### config.mk
export PLATFORM = sky130hd
export DESIGN_NAME = complex_half_vector_assembler
export DESIGN_NICKNAME = d
export VERILOG_FILES = /design/src/rtl/complex_pkg.sv /design/src/rtl/complex_half_reg.sv /design/src/rtl/complex_half_vector_assembler.sv
export SDC_FILE = /design/constraint.sdc
export NUM_CORES = 1
export LEC_CHECK = 0
export ABC_AREA = 0
export CORE_AREA = 2 2 304 306
export DETAILED_ROUTE_END_ITERATION = 10
export DIE_AREA = 0 0 306 308
export GPL_TIMING_DRIVEN = 1
export MAX_ROUTING_LAYER = met4
export SLEW_MARGIN = 30
export SYNTH_ARGS = -nofsm -noshare
export SYNTH_HDL_FRONTEND = slang
export SYNTH_SLANG_ARGS = --single-unit
### constraint.sdc
create_clock -name clk -period 1.6 [get_ports clk]
set_clock_uncertainty 0.05 [all_clocks]
set_input_delay 0.32 -clock clk [delete_from_list [all_inputs] [get_ports clk]]
set_output_delay 0.32 -clock clk [all_outputs]
set_load 0.005 [all_outputs]
### src/rtl/complex_pkg.sv
// Shared definitions for the complex half-vector assembler and its companion demux.
package complex_pkg;

  typedef enum logic [1:0] {
    EMPTY = 2'd0,
    HALF  = 2'd1,
    FULL  = 2'd2
  } asm_state_e;

  localparam logic HALF_LO = 1'b0;
  localparam logic HALF_HI = 1'b1;

endpackage

### src/rtl/complex_half_reg.sv
// Enable-loaded holding register for one half-vector, async active-low reset.
module complex_half_reg #(
  parameter int WIDTH = 256
) (
  input  logic             clk,
  input  logic             rst_n,
  input  logic             en,
  input  logic [WIDTH-1:0] d,
  output logic [WIDTH-1:0] q
);

  logic [WIDTH-1:0] data_q;
  logic [WIDTH-1:0] data_d;

  always_comb begin
    data_d = data_q;
    if (en) data_d = d;
  end

  always_ff @(posedge clk or negedge rst_n) begin
    if (!rst_n) data_q <= '0;
    else        data_q <= data_d;
  end

  assign q = data_q;

endmodule

### src/rtl/complex_half_vector_assembler.sv
// Collects two half-vectors into one complex vector with valid/ready output.
// Define COMPLEX_ASM_OVERLAP_EN to accept the next low half while the full vector drains.
module complex_half_vector_assembler
  import complex_pkg::*;
#(
  parameter int NI            = 8,
  parameter int element_width = 64
) (
  input  logic                                 clk,
  input  logic                                 rst_n,
  input  logic [element_width*(NI/2)-1:0]      in_data,
  input  logic                                 in_valid,
  output logic                                 in_ready,
  output logic                                 half_sel,
  input  logic                                 flush,
  output logic [2*element_width*(NI/2)-1:0]    out_data,
  output logic                                 out_valid,
  input  logic                                 out_ready
);

  localparam int HW = element_width * (NI / 2);

  asm_state_e    state_q;
  asm_state_e    state_d;
  logic          lo_en;
  logic          hi_en;
  logic [HW-1:0] lo_q;
  logic [HW-1:0] hi_q;

  always_ff @(posedge clk or negedge rst_n) begin
    if (!rst_n) state_q <= EMPTY;
    else        state_q <= state_d;
  end

  always_comb begin
    state_d   = state_q;
    in_ready  = 1'b0;
    out_valid = 1'b0;
    half_sel  = HALF_LO;
    lo_en     = 1'b0;
    hi_en     = 1'b0;
    case (state_q)
      EMPTY: begin
        in_ready = 1'b1;
        if (in_valid) begin
          lo_en   = 1'b1;
          state_d = HALF;
        end
      end
      HALF: begin
        // flush wins over a same-cycle input; the stale low half is simply overwritten later
        in_ready = !flush;
        half_sel = HALF_HI;
        if (flush) begin
          state_d = EMPTY;
        end else if (in_valid) begin
          hi_en   = 1'b1;
          state_d = FULL;
        end
      end
      FULL: begin
        out_valid = 1'b1;
`ifdef COMPLEX_ASM_OVERLAP_EN
        in_ready = out_ready;
        if (out_ready) begin
          lo_en   = in_valid;
          state_d = in_valid ? HALF : EMPTY;
        end
`else
        if (out_ready) state_d = EMPTY;
`endif
      end
      default: state_d = EMPTY;
    endcase
  end

  complex_half_reg #(.WIDTH(HW)) u_lo (
    .clk   (clk),
    .rst_n (rst_n),
    .en    (lo_en),
    .d     (in_data),
    .q     (lo_q)
  );

  complex_half_reg #(.WIDTH(HW)) u_hi (
    .clk   (clk),
    .rst_n (rst_n),
    .en    (hi_en),
    .d     (in_data),
    .q     (hi_q)
  );

  assign out_data = {hi_q, lo_q};

endmodule

* Word level (Yosys, flattened, before mapping) *
Index checks and enable logic that the tools add are counted.

storage, ports and cells
  word-level logic and storage cells = 23
  register bits = 514
  output and inout port bits = 515

cells by class
  multiplexer cells = 12
  eq/ne operators = 5
  reductions and logical operators = 3

operators with widths
  cell                count
  $mux 2              4
  $mux 1              6
  $pmux 2 s3          1
  $ne 2x2->1 const B  2
  $ne 3x3->1 const B  1
  $reduce_and 3->1    1
  $eq 2x1->1 const B  1
  $eq 2x2->1 const B  1
  $logic_not 2->1     1
  $pmux 1 s2          1
  $logic_not 1->1     1

* Longest topological paths before layout *
  depth in word-level cells = 3
  depth in mapped cells = 5
  depth with buffers taken out = 2

* Cells and area by module *
Synthesis repeated with hierarchy kept, for this count alone.

unflattened totals
  cells, all modules = 1093
  area, all modules = 19302.3 um^2

by module, submodules not included
  module                         area an instance (um^2)  times used  seq. area each (um^2)  cells an instance
  complex_half_reg               9594.2                   2           6406.1                 540
  complex_half_vector_assembler  113.9                    1           50.0                   13

* Worst setup path after synthesis *
Ideal clock, no wire load.

  path kind = register to register
  from = register state_q[1]
  to = register u_hi.data_q[126], in the netlist u_hi.q[126]
  path buffers = 3
  period minus slack after synthesis = 1584 ps
  arrival time = 1409 ps
  data required time = 1425 ps
  stages on the path, launching flop included = 6
  slack = 16 ps
  cell sequence = dfrtp_1 > and4bb_1 > buf_6 > buf_8 > buf_8 > mux2_4

on the way
  word-level cells in the longest chain between the ends = 2

ends and longest elaborated chain
  element                   RTL line                             source
  start: declaration        complex_half_vector_assembler.sv:23  asm_state_e state_q;
  start signal: assignment  complex_half_vector_assembler.sv:32  else state_q <= state_d;
  $eq 2x1->1                complex_half_vector_assembler.sv:42  case (state_q)
  $mux 1                    complex_half_vector_assembler.sv:42
  end signal: assignment    complex_half_reg.sv:22               else data_q <= data_d;
  end: declaration          complex_half_reg.sv:12               logic [WIDTH-1:0] data_q;

No other way between the ends.
A chain may end at the register's enable or synchronous reset.

* Worst setup path after layout *
  from = register state_q[1]
  to = register u_hi.data_q[165], in the netlist u_hi.q[165]

The elaborated chain is that of the path after synthesis.

==> qor.csv <==
metric,value,unit
status,"complete, but fails checks",
violations,setup timing,
drive_above_1_share,63.3,%
htree_levels,2,
slew_violations,0,
cts_tree,built,
final_area,31600,um^2
drtPass1Iterations,4,
slew-limit-headroom,71.4,%
cp.required,2.05,ns
antenna_found_initial,1,
fmax,540,MHz
crit_path_cell_trace,"buf_6, and4bb_4, buf_12, buf_12, mux2_4",
synth_seq_cells,514,
routedWlPerCell,20.6,um
area_delta_synth_final,57.4,%
cap_violations,0,
num_io_pins,776,
nFillCells,8860,
drtIter0Drc,613,
grt_max_degree,57,
syn_area,20100,um^2
crit_buf_inv,3,
setup_viol,515,
row_count,111,
synth_fp_nets,1354,
tightest_slew,0.430,ns
min_period_over_period,116,%
crit_path_frequent_cell,buf_12,
cts_buffer_depth,3,
dp_slack,-0.621,ns
vias_per_cell,4.02,
hold_path.class,in -> async,
drtAntennaViolNets,0,
critPathTopFamily,buffers and inverters,
die_h,308,um
placed_area,29700,um^2
ys_seq_area_share,64.1,%
vias,13408,
yosysUniqueCellTypes,17,
cts_buffers,58,
grt_pass1_wl,96000,um
place.gp.congestion,0.838,
syn_inst,1093,
end_kind,register,
leakage,14.9,nW
track_usage,13.7,%
hpwl,48200,um
routed_wl,68600,um
cp.arrival,2.30,ns
drcViolationCount,0,
grt_pass1_vias,15001,
power,0.0515,W
slowest_stage,dfrtp_1,
rsz0062_at_grt,true,
multi_input_area,7290,um^2
syn_area_per_cell,18.3,um^2
ys.warnings.count,0,
hold_viol,0,
root_buffer,clkbuf_16,
crit_path_max_incr_delay,0.40,ns
worstSkewPairLatency,0.61,ns
path_class,reg -> reg,
dieWidth,306,um
clock-sinks,514,
final.min_clock_period,1.85,ns
crit_path_start_kind,register,
grt_overflow,0,
seq_area,12900,um^2
io_buffers,775,
rr_worst_depth,5,
ir_drop,0.000854,V
final.setup.worst_slack,-0.252,ns
r2r_end,u_hi.q[165]$_DFFE_PN0P_,
crit_fanout,18,
power_density,1630,nW/um^2
clk_pin_slew,0.06,ns
start_util,22.0,%
die_area,94200,um^2
layout.nets,2362,
r2r_setup_slack,-0.25,ns
regToRegStartpoint,state_q[1]$_DFFE_PN0P_,
core-area,91000,um^2
==> worst max path at each step <==
stage	start	to	slack [ns]	cells after the start
floorplan	state_q[1]$_DFFE_PN0P_	u_hi.q[126]$_DFFE_PN0P_	0.02	5
global placement	flush	u_hi.q[10]$_DFFE_PN0P_	-0.61	5
detailed placement	in_valid	u_lo.q[20]$_DFFE_PN0P_	-0.62	5
CTS	state_q[0]$_DFFE_PN0P_	u_lo.q[61]$_DFFE_PN0P_	-0.29	6
global route	state_q[1]$_DFFE_PN0P_	u_lo.q[22]$_DFFE_PN0P_	-0.30	6
finish	state_q[1]$_DFFE_PN0P_	u_hi.q[165]$_DFFE_PN0P_	-0.25	5
==> cell usage after synthesis, drive strengths merged <==
| library cell | number | area, um^2 |
|---|---|---|
| a21o | 1 | 7.51 |
| a21oi | 2 | 10.0 |
| and2b | 1 | 7.51 |
| and4bb | 1 | 12.5 |
| buf | 57 | 564 |
| dfrtp | 514 | 12900 |
| inv | 1 | 3.75 |
| mux2 | 512 | 6550 |
| nand2b | 1 | 6.26 |
| nor2b | 1 | 6.26 |
| nor3b | 1 | 12.5 |
| or3b | 1 | 8.76 |
==> routing by layer <==
metal	routed length [um]	share of wire, %	global-route usage [%]
met3	4710	6.9	3.94
met1	26500	39	14.8
met5	0	0	-
met2	34900	51	23.4
met4	2500	3.6	5.90
==> logic make-up (layout without fill, tap and decap cells) <==
family	count (synthesis)	in the layout	synth area share, %
buffers and inverters	58	1114	2.83
and+or+nand+nor	6	6	0.268
AOI/OAI and AO/OA	3	3	0.0874
muxes	512	512	32.7
DFF	514	514	64.1
other	0	1	0
==> what timing repair did <==
action	4_1_cts	5_1_grt
setup buffers	119	2
pin swaps	1	1
hold buffers	1	0
hold endpoints to repair	392	0
resized for setup	2103	226
cloned	2	17
endpoints found under the setup margin	1023	536
==> flip-flops by register name (all words and copies together) (netlist names) <==
| name | cells |
|---|---|
| u_lo.q | 256 |
| u_hi.q | 256 |
| state_q | 2 |
==> through the flow <==
stage | cells | TNS, ns | hold WS [ns] | utilization [%]
detailed placement | 3086 | -285.81 | 0.174 | 32.7
global placement | 3086 | -277.20 | 0.177 | 32.7
floorplan | 1093 | 0 | -0.0256 | -
global route | 3336 | -127.56 | 0.0861 | 34.7
finish | 3336 | -99.33 | 0.118 | 34.7
CTS | 3316 | -109.91 | 0.0745 | 33.3
==> power by group <==
group	total [W]	switching (W)	internal, W
clock network	0.0141	0.00545	0.00865
logic	0.0174	0.00636	0.0110
registers	0.0200	0.00253	0.0175
total	0.0515	0.0143	0.0371
==> worst reg2reg max path: stages (launching register included) <==
cell	delay [ns]
dfrtp_1	0.40
buf_6	0.13
and4bb_4	0.34
buf_12	0.20
buf_12	0.29
mux2_4	0.33
==> cell type report <==
cell class | count | share of cell area [%]
Sequential cell | 514 | 40.8
Timing Repair Buffer | 1005 | 25.0
Multi-Input combinational cell | 521 | 23.1
Clock buffer | 87 | 5.56
Tap cell | 1186 | 4.70
Clock inverter | 21 | 0.888
Inverter | 1 | 0.0119
Antenna cell | 1 | 0.00793
==> cell usage in the layout, fill, tap and decap left out <==
cell	count
dfrtp_1	511
buf_2	507
mux2_4	381
clkdlybuf4s50_1	259
buf_4	149
mux2_2	131
clkbuf_16	74
buf_6	27
buf_12	21
buf_8	16
clkinv_2	14
clkbuf_8	13
clkbuf_1	13
buf_16	12
bufinv_16	7
dfrtp_2	3
diode_2	1
nor2b_4	1
and2b_1	1
a21oi_2	1
nor3b_4	1
and4bb_4	1
nand2b_1	1
or3b_2	1
a21oi_1	1
inv_1	1
a21o_1	1
dlygate4sd3_1	1
Power figures use the tool's default switching activity.
